## src/rtl/multi_clock_divider.sv

```systemverilog
// Multi-channel clock divider / tick generator.
// Each channel produces a 50% duty square wave with a programmable half-period
// and a one-cycle tick coincident with every square-wave edge.
module multi_clock_divider #(
  parameter int unsigned NUM_CH       = 4,
  parameter int unsigned CNT_W        = 32,
  parameter int unsigned CH_W         = 2,
  parameter int unsigned DEFAULT_HALF = 1
) (
  input  logic              clk,
  input  logic              reset,
  input  logic              enable,
  input  logic              clear,
  input  logic              load,
  input  logic [CH_W-1:0]   load_ch,
  input  logic [CNT_W-1:0]  load_val,
  output logic [NUM_CH-1:0] sq,
  output logic [NUM_CH-1:0] tick
);

  localparam logic [CNT_W-1:0] DEF_HALF = CNT_W'(DEFAULT_HALF);

  // Channel select widened so out-of-range selects simply never match a channel.
  logic [31:0] load_idx;
  assign load_idx = 32'(load_ch);

  for (genvar g = 0; g < NUM_CH; g++) begin : g_ch
    logic [CNT_W-1:0] half_q;
    logic [CNT_W-1:0] cnt_q;
    logic             sq_q;
    logic             tick_q;
    logic             sel;
    logic             hit;

    assign sel = load && (load_idx == 32'(g));
    // >= rather than == so a count left above a lowered half-period toggles
    // immediately instead of running through wrap-around.
    assign hit = (cnt_q >= half_q);

    // Per-channel divider state: reset > clear > load > counting.
    always_ff @(posedge clk) begin
      if (reset) begin
        half_q <= DEF_HALF;
        cnt_q  <= '0;
        sq_q   <= 1'b1;
        tick_q <= 1'b0;
      end else if (clear) begin
        cnt_q  <= '0;
        sq_q   <= 1'b1;
        tick_q <= 1'b0;
      end else if (sel) begin
        half_q <= load_val;
        cnt_q  <= '0;
        tick_q <= 1'b0;
      end else if (enable) begin
        if (hit) begin
          cnt_q  <= '0;
          sq_q   <= ~sq_q;
          tick_q <= 1'b1;
        end else begin
          cnt_q  <= cnt_q + 1'b1;
          tick_q <= 1'b0;
        end
      end else begin
        tick_q <= 1'b0;
      end
    end

    assign sq[g]   = sq_q;
    assign tick[g] = tick_q;
  end

endmodule

```

## config.mk

```make
export PLATFORM = sky130hd
export DESIGN_NAME = multi_clock_divider
export DESIGN_NICKNAME = d
export VERILOG_FILES = /design/src/rtl/multi_clock_divider.sv
export SDC_FILE = /design/constraint.sdc
export NUM_CORES = 1
export LEC_CHECK = 0
export CAP_MARGIN = 20
export CORE_UTILIZATION = 25
export DETAILED_ROUTE_END_ITERATION = 8
export PLACE_DENSITY = 0.49
export SYNTH_ARGS = -nofsm -noshare
export SYNTH_HDL_FRONTEND = slang
export SYNTH_SLANG_ARGS = --single-unit
```

## constraint.sdc

```tcl
create_clock -name clk -period 3.9 [get_ports clk]
set_input_delay 0.78 -clock clk [delete_from_list [all_inputs] [get_ports clk]]
set_output_delay 0.78 -clock clk [all_outputs]
set_load 0.005 [all_outputs]
```

==> results of run 1 <==
-- sequential cells by signal, indices dropped and copies added (netlist names) --
signal / count
g_ch.cnt_q: 128
g_ch.half_q: 128
g_ch.sq_q: 4
g_ch.tick_q: 4
-- worst paths after layout --
path                                      endpoint  slack [ns]  cells after the start          startpoint
worst max-delay path             g_ch[2].cnt_q[23]        0.84                      7   g_ch[2].cnt_q[13]
worst min-delay path            g_ch[0].half_q[11]        0.45                      2  g_ch[0].half_q[11]
worst max register to register   g_ch[2].cnt_q[23]        0.84                      7   g_ch[2].cnt_q[13]
worst min register to register  g_ch[0].half_q[11]        0.45                      2  g_ch[0].half_q[11]
-- cell type report --
type	instances	area share, %
multi-input combinational	1257	47.9
clock inverter	16	1.09
clock buffer	40	5.24
sequential	264	32.7
timing repair buffer	71	4.07
tap	748	5.79
inverter	140	3.25
-- critical path: cells and delay by family (launching register included) --
kind	cells	cell delay (ns)
compound gates	2	1.03
flops	1	0.39
fa+ha+maj	1	0.33
simple gates	4	1.14
-- per-stage QoR --
step | util (%) | std cells | power [mW] | setup slack, ns
finish | 29.4 | 2536 | 6.11 | 0.836
CTS | 29.4 | 2536 | 6.20 | 0.804
detailed placement | 27.5 | 2480 | 3.25 | 0.607
global placement | 27.5 | 2480 | 3.24 | 0.663
global route | 29.4 | 2536 | 6.35 | 0.520
floorplan | - | 1745 | 3.06 | 1.45
-- kinds of logic after synthesis --
group                      Yosys count
xor gates and xnor gates           112
DFF                                264
adders and majority gates          132
muxes                                4
AOI/OAI and AO/OA                  253
and+or+nand+nor                    756
buffers and inverters              224
-- layout by cell type, fill, tap and decap left out, drive strengths merged, types with 4 or more instances in the layout --
cell,n
and4,15
clkbuf,40
a31oi,4
dfxtp,264
xor2,65
nand2b,7
nor4,11
a21oi,185
nor2,50
nand3b,5
a21o,18
o211ai,5
nand4,65
and2,10
buf,26
mux2i,4
o21ai,11
o21a,4
nor3,140
clkinv,12
nand2,355
xnor2,47
nor2b,8
inv,140
clkdlybuf4s50,45
and3,17
nand3,62
ha,132
-- power groups by stage --
stage               Combinational (mW)  Clock, mW  Sequential, mW
floorplan                        0.258          0            2.80
detailed placement               0.440          0            2.81
global placement                 0.436          0            2.81
CTS                              0.442       3.01            2.75
global route                     0.476       3.12            2.75
finish                           0.436       2.93            2.75
-- layer usage --
layer / up-vias / share of wire (%) / routed length (um)
met3: 46 / 3.6 / 1440
met5: - / 0.057 / 23
met4: 4 / 2.7 / 1100
met2: 170 / 47 / 19000
li1: 5977 / - / -
met1: 5471 / 47 / 18900
==> flow_metrics.env, run 1 <==
export IMPL_status="finished clean"
export IMPL_power_share_clock_pct=47.9
export IMPL_placed_area_um2=15200
export IMPL_post_cts_buffers=0
export IMPL_power_density_nw_per_um2=378
export IMPL_wire_per_inst_um=16.0
export IMPL_yosysTopAreaCellShare_pct=37.9
export IMPL_grt_use_total_pct=14.3
export IMPL_die_width_um=238
export IMPL_design_area_um2=16200
export IMPL_hold_viol_final=0
export IMPL_overflow=0
export IMPL_pin_count=47
export IMPL_seq_area_frac_synth_pct=37.9
export IMPL_power_switching_mw=1.52
export IMPL_initial_core_util_pct=25.3
export IMPL_power_share_switching_pct=24.8
export IMPL_synth_avg_cell_area_um2=7.99
export IMPL_intPower_mw=4.60
export IMPL_finalSetupViolCount=0
export IMPL_synth_async_sr_flop_share_pct=0
export IMPL_vias=11668
export IMPL_synth_top_family_by_area="simple AND/OR/NAND/NOR gates"
export IMPL_multi_input_area_um2=7750
export IMPL_ant_nets=0
export IMPL_seqPwrFrac_pct=45.0
export IMPL_die_y_um=238
export IMPL_fin_skew_ns=0.0301
export IMPL_path_cells="ha_1, nand4_1, or3_1, or4_1, a31o_1, a21oi_4, nor3_1"
export IMPL_cp_end_kind="flip-flop"
export IMPL_clkSinkCount=264
export IMPL_fp_row_count=86
export IMPL_cts_tree="yes"
export IMPL_ys_top_cells_by_area="dfxtp_1 38%, ha_1 12%, nand2_1 9.6%"
export IMPL_diodes=0
export IMPL_cts_hold_buffers_added=0
export IMPL_clk_pin_slew_ns=0.06
export IMPL_yosysWarnings=0
export IMPL_p_leak_nw=5.67
export IMPL_route_detailed_drc=0
export IMPL_cp_arrival_ns=3.48
export IMPL_syn_inst=1745
export IMPL_fin_tns_setup_ns=0
export IMPL_grt_pass1_vias=11216
export IMPL_yosysUniqueCellTypes=55
export IMPL_yosysTopAreaCell="dfxtp_1"
export IMPL_syn2layout_area_growth_pct=16.0
export IMPL_worst_pin_slew_ns=0.932
export IMPL_coreArea_um2=55100
export IMPL_startpoint_type="flip-flop"
export IMPL_ys_top_cells_by_count="355 x nand2_1, 264 x dfxtp_1, 181 x a21oi_1"
export IMPL_drt_pre_antenna_iters=7
export IMPL_wirelength_mm=40.5
export IMPL_hold_path_class="flip-flop to flip-flop"
export IMPL_first_iter_violations=562
export IMPL_synth_compound_area_share_pct=10.9
export IMPL_root_buffer="clkbuf_16"
export IMPL_relSlewSlack_pct=37.8
export IMPL_muxShareOfSynthArea_pct=0.287
export IMPL_grt_use_met1_pct=18.7
export IMPL_die_area_um2=56700
export IMPL_place_congestion=0.816
export IMPL_peakVddDrop_mv=0.319
export IMPL_synth_xor_area_share_pct=7.04
export IMPL_ctsResizeCount=0
export IMPL_synth_most_common_cell="nand2_1"
export IMPL_max_freq_ghz=0.326
export IMPL_synth_simple_gate_area_share_pct=25.4
export IMPL_ys_flop_type="dfxtp_1"
export IMPL_ys_seq_elements=264
export IMPL_timing_hold_ws_ns=0.453
export IMPL_synth_edff_count=0
export IMPL_grt_max_degree=62
export IMPL_use_met2_pct=24.3
export IMPL_drv_slew=0
export IMPL_antenna_found_initial=2
export IMPL_cts_max_path_buffers=3
export IMPL_slowest_delay_ns=0.71
export IMPL_htree_levels=1
export IMPL_layout_worst_path_cycle_share_pct=78.6
export IMPL_fin_nets=1935
export IMPL_synth_adder_area_share_pct=11.8
export IMPL_seqCellArea_um2=5290
export IMPL_drive_above_1_share_pct=5.31
export IMPL_fillers=5982
export IMPL_grt_pass1_wl_mm=64.0
export IMPL_syn_area_um2=13900
export IMPL_clk_latency_ns=0.59
export IMPL_synth_nets=1916
export IMPL_met3_usage_pct=1.91
export IMPL_maxCapViolations=0
export IMPL_post_route_min_period_ns=3.06
export IMPL_worst_ep_required_time_ns=4.32
export IMPL_critPathMaxFanout=28
export IMPL_dp_hpwl_mm=28.9
export IMPL_crit_type="flip-flop to flip-flop"
export IMPL_vias_per_cell=4.60
export IMPL_top_usage_layer="met2"
export IMPL_crit_slowest_cell="a21oi_4"
export IMPL_port_buffers=46
export IMPL_rsz0062_at_grt="no"
export IMPL_comb_power_share_pct=7.1
export IMPL_numCtsBuffers=30
(Power assumes the default switching activity.)
==> run 2, diff against run 1 <==
--- a/config.mk
+++ b/config.mk
@@ -8,7 +8,7 @@
 export CAP_MARGIN = 20
 export CORE_UTILIZATION = 25
 export DETAILED_ROUTE_END_ITERATION = 8
-export PLACE_DENSITY = 0.49
+export PLACE_DENSITY = 0.51
 export SYNTH_ARGS = -nofsm -noshare
 export SYNTH_HDL_FRONTEND = slang
 export SYNTH_SLANG_ARGS = --single-unit
==> constraint.sdc (replaced) <==
create_clock -name clk -period 2.8 [get_ports clk]
set_input_delay 0.56 -clock clk [delete_from_list [all_inputs] [get_ports clk]]
set_output_delay 0.56 -clock clk [all_outputs]
set_load 0.005 [all_outputs]
==> run 2 against run 1 <==
Net effect: fmax increased by 14%; via count rose by 2.2%; cell count rose by 1.1%; design area increased by 2.4%; hold slack about the same; sequential cell count is the same; count of clock-buffer cells in the layout grew 6; combinational power grew 53%; sequential power increased by 39%; first-iteration DRC count rose by 53%.
==> flow_metrics.env, run 2 (same netlist as run 1, synthesis figures left out) <==
export IMPL_fin_util_pct=30.1
export IMPL_max_freq_ghz=0.373
export IMPL_final_cell_mix="355 x nand2_1, 264 x dfxtp_1, 181 x a21oi_1"
export IMPL_clk_pin_slew_ns=0.06
export IMPL_crit_start="g_ch[3].cnt_q[0]"
export IMPL_route_detailed_drc=0
export IMPL_startpoint_type="flip-flop"
export IMPL_p_leak_nw=5.86
export IMPL_fin_ws_ns=0.118
export IMPL_initial_core_util_pct=25.3
export IMPL_die_width_um=238
export IMPL_grt_use_total_pct=14.2
export IMPL_pre_cts_ws_ns=-0.0814
export IMPL_cp_end_kind="flip-flop"
export IMPL_status="finished clean"
export IMPL_power_mw=8.77
export IMPL_fin_tns_setup_ns=0
export IMPL_place_congestion=0.822
export IMPL_maxCapViolations=0
export IMPL_overflow=0
export IMPL_min_from="g_ch[1].half_q[31]"
export IMPL_drive_above_1_share_pct=6.83
export IMPL_power_density_nw_per_um2=530
export IMPL_peakVddDrop_mv=0.427
export IMPL_pin_count=47
export IMPL_crit_slowest_cell="dfxtp_1"
export IMPL_crit_buf_inv=1
export IMPL_antenna_found_initial=0
export IMPL_path_delay_family="compound AO/OA/AOI/OAI gates"
export IMPL_vias=11920
export IMPL_wire_per_inst_um=15.7
export IMPL_top_regs="g_ch.cnt_q: 128 flops, g_ch.half_q: 128 flops"
export IMPL_wirelength_mm=40.2
export IMPL_dp_cells=2506
export IMPL_grt_pass1_vias=11605
export IMPL_placed_area_um2=15400
export IMPL_numCtsBuffers=30
export IMPL_grt_max_degree=133
export IMPL_dp_hpwl_mm=28.5
export IMPL_power_share_switching_pct=24.0
export IMPL_coreArea_um2=55100
export IMPL_design_area_um2=16600
export IMPL_root_buffer="clkbuf_16"
export IMPL_layout_commonest_cell="nand2_1"
export IMPL_first_iter_violations=858
export IMPL_clk_latency_ns=0.60
export IMPL_die_area_um2=56700
export IMPL_grt_pass1_wl_mm=64.1
export IMPL_slowest_delay_ns=0.43
export IMPL_path_cells="inv_1, ha_1, nand2b_4, a2111o_1, a311o_1, o311ai_4, a21oi_2, nor3_1"
export IMPL_cp_arrival_ns=3.17
export IMPL_ant_nets=0
export IMPL_cts_tree="yes"
export IMPL_fp_row_count=86
export IMPL_diodes=0
export IMPL_drv_slew=0
export IMPL_worst_ep_required_time_ns=3.29
export IMPL_timing_hold_ws_ns=0.452
export IMPL_critPathMaxFanout=14
export IMPL_layout_worst_path_cycle_share_pct=95.8
export IMPL_hold_viol_final=0
export IMPL_rsz0062_at_grt="yes"
export IMPL_post_route_min_period_ns=2.68
export IMPL_drt_pre_antenna_iters=5
export IMPL_syn2layout_area_growth_pct=18.8
export IMPL_power_share_clock_pct=48.8
export IMPL_port_buffers=46
export IMPL_seqPwrFrac_pct=43.7
export IMPL_instances_no_fill=2564
export IMPL_finalSetupViolCount=0
export IMPL_comb_power_share_pct=7.6
export IMPL_cts_max_path_buffers=3
export IMPL_fin_skew_ns=0.0342
export IMPL_htree_levels=1
export IMPL_crit_type="flip-flop to flip-flop"
export IMPL_power_switching_mw=2.11
export IMPL_clkSinkCount=264
export IMPL_relSlewSlack_pct=49.2
export IMPL_worstReg2RegStart="g_ch[3].cnt_q[0]"
export IMPL_hold_path_class="flip-flop to flip-flop"
export IMPL_vias_per_cell=4.65
export IMPL_worst_pin_slew_ns=0.762
export IMPL_fin_nets=1964
export IMPL_intPower_mw=6.67
export IMPL_die_y_um=238
[run 2: timing repair]
action                                  CTS  global route
pin swaps                                 1             3
cloned                                    1             1
endpoints found under the setup margin   28            26
gates resized for setup                   1             4
hold buffers                              0             0
setup buffers                             0             1
[run 2: area by class of cell]
type	count	area, um2
clock buffers	46	921
clock inverters	9	174
inverters	140	526
flip-flops and latches	264	5290
repair buffers	98	923
well taps	748	936
fillers	5919	38500
multi-input cells	1259	7800
[run 2: power by group through the flow]
stage / clock network (mW) / logic [mW] / registers (mW)
floorplan: 0 / 0.360 / 3.90
global placement: 0 / 0.638 / 3.91
detailed placement: 0 / 0.645 / 3.91
CTS: 4.39 / 0.654 / 3.83
global route: 4.56 / 0.724 / 3.83
finish: 4.28 / 0.665 / 3.83
[run 2: worst register-to-register path: stages (launching register included)]
cell and delay [ns]:
dfxtp_1 0.43, inv_1 0.11, ha_1 0.28, nand2b_4 0.14, a2111o_1 0.40, a311o_1 0.36, o311ai_4 0.36, a21oi_2 0.29
nor3_1 0.23
[run 2: metal layers]
layer	global-route usage, %	wire (um)
met1	18.8	18900
met4	4.53	1030
met3	1.58	1620
met5	0	0
met2	24.1	18600
[run 2: path summary, 6_finish.rpt]
check	end	slack [ns]	depth (start not counted)
max	g_ch[3].cnt_q[8]	0.12	8
min	g_ch[1].half_q[31]	0.45	2
max reg2reg	g_ch[3].cnt_q[8]	0.12	8
min reg2reg	g_ch[1].half_q[31]	0.45	2
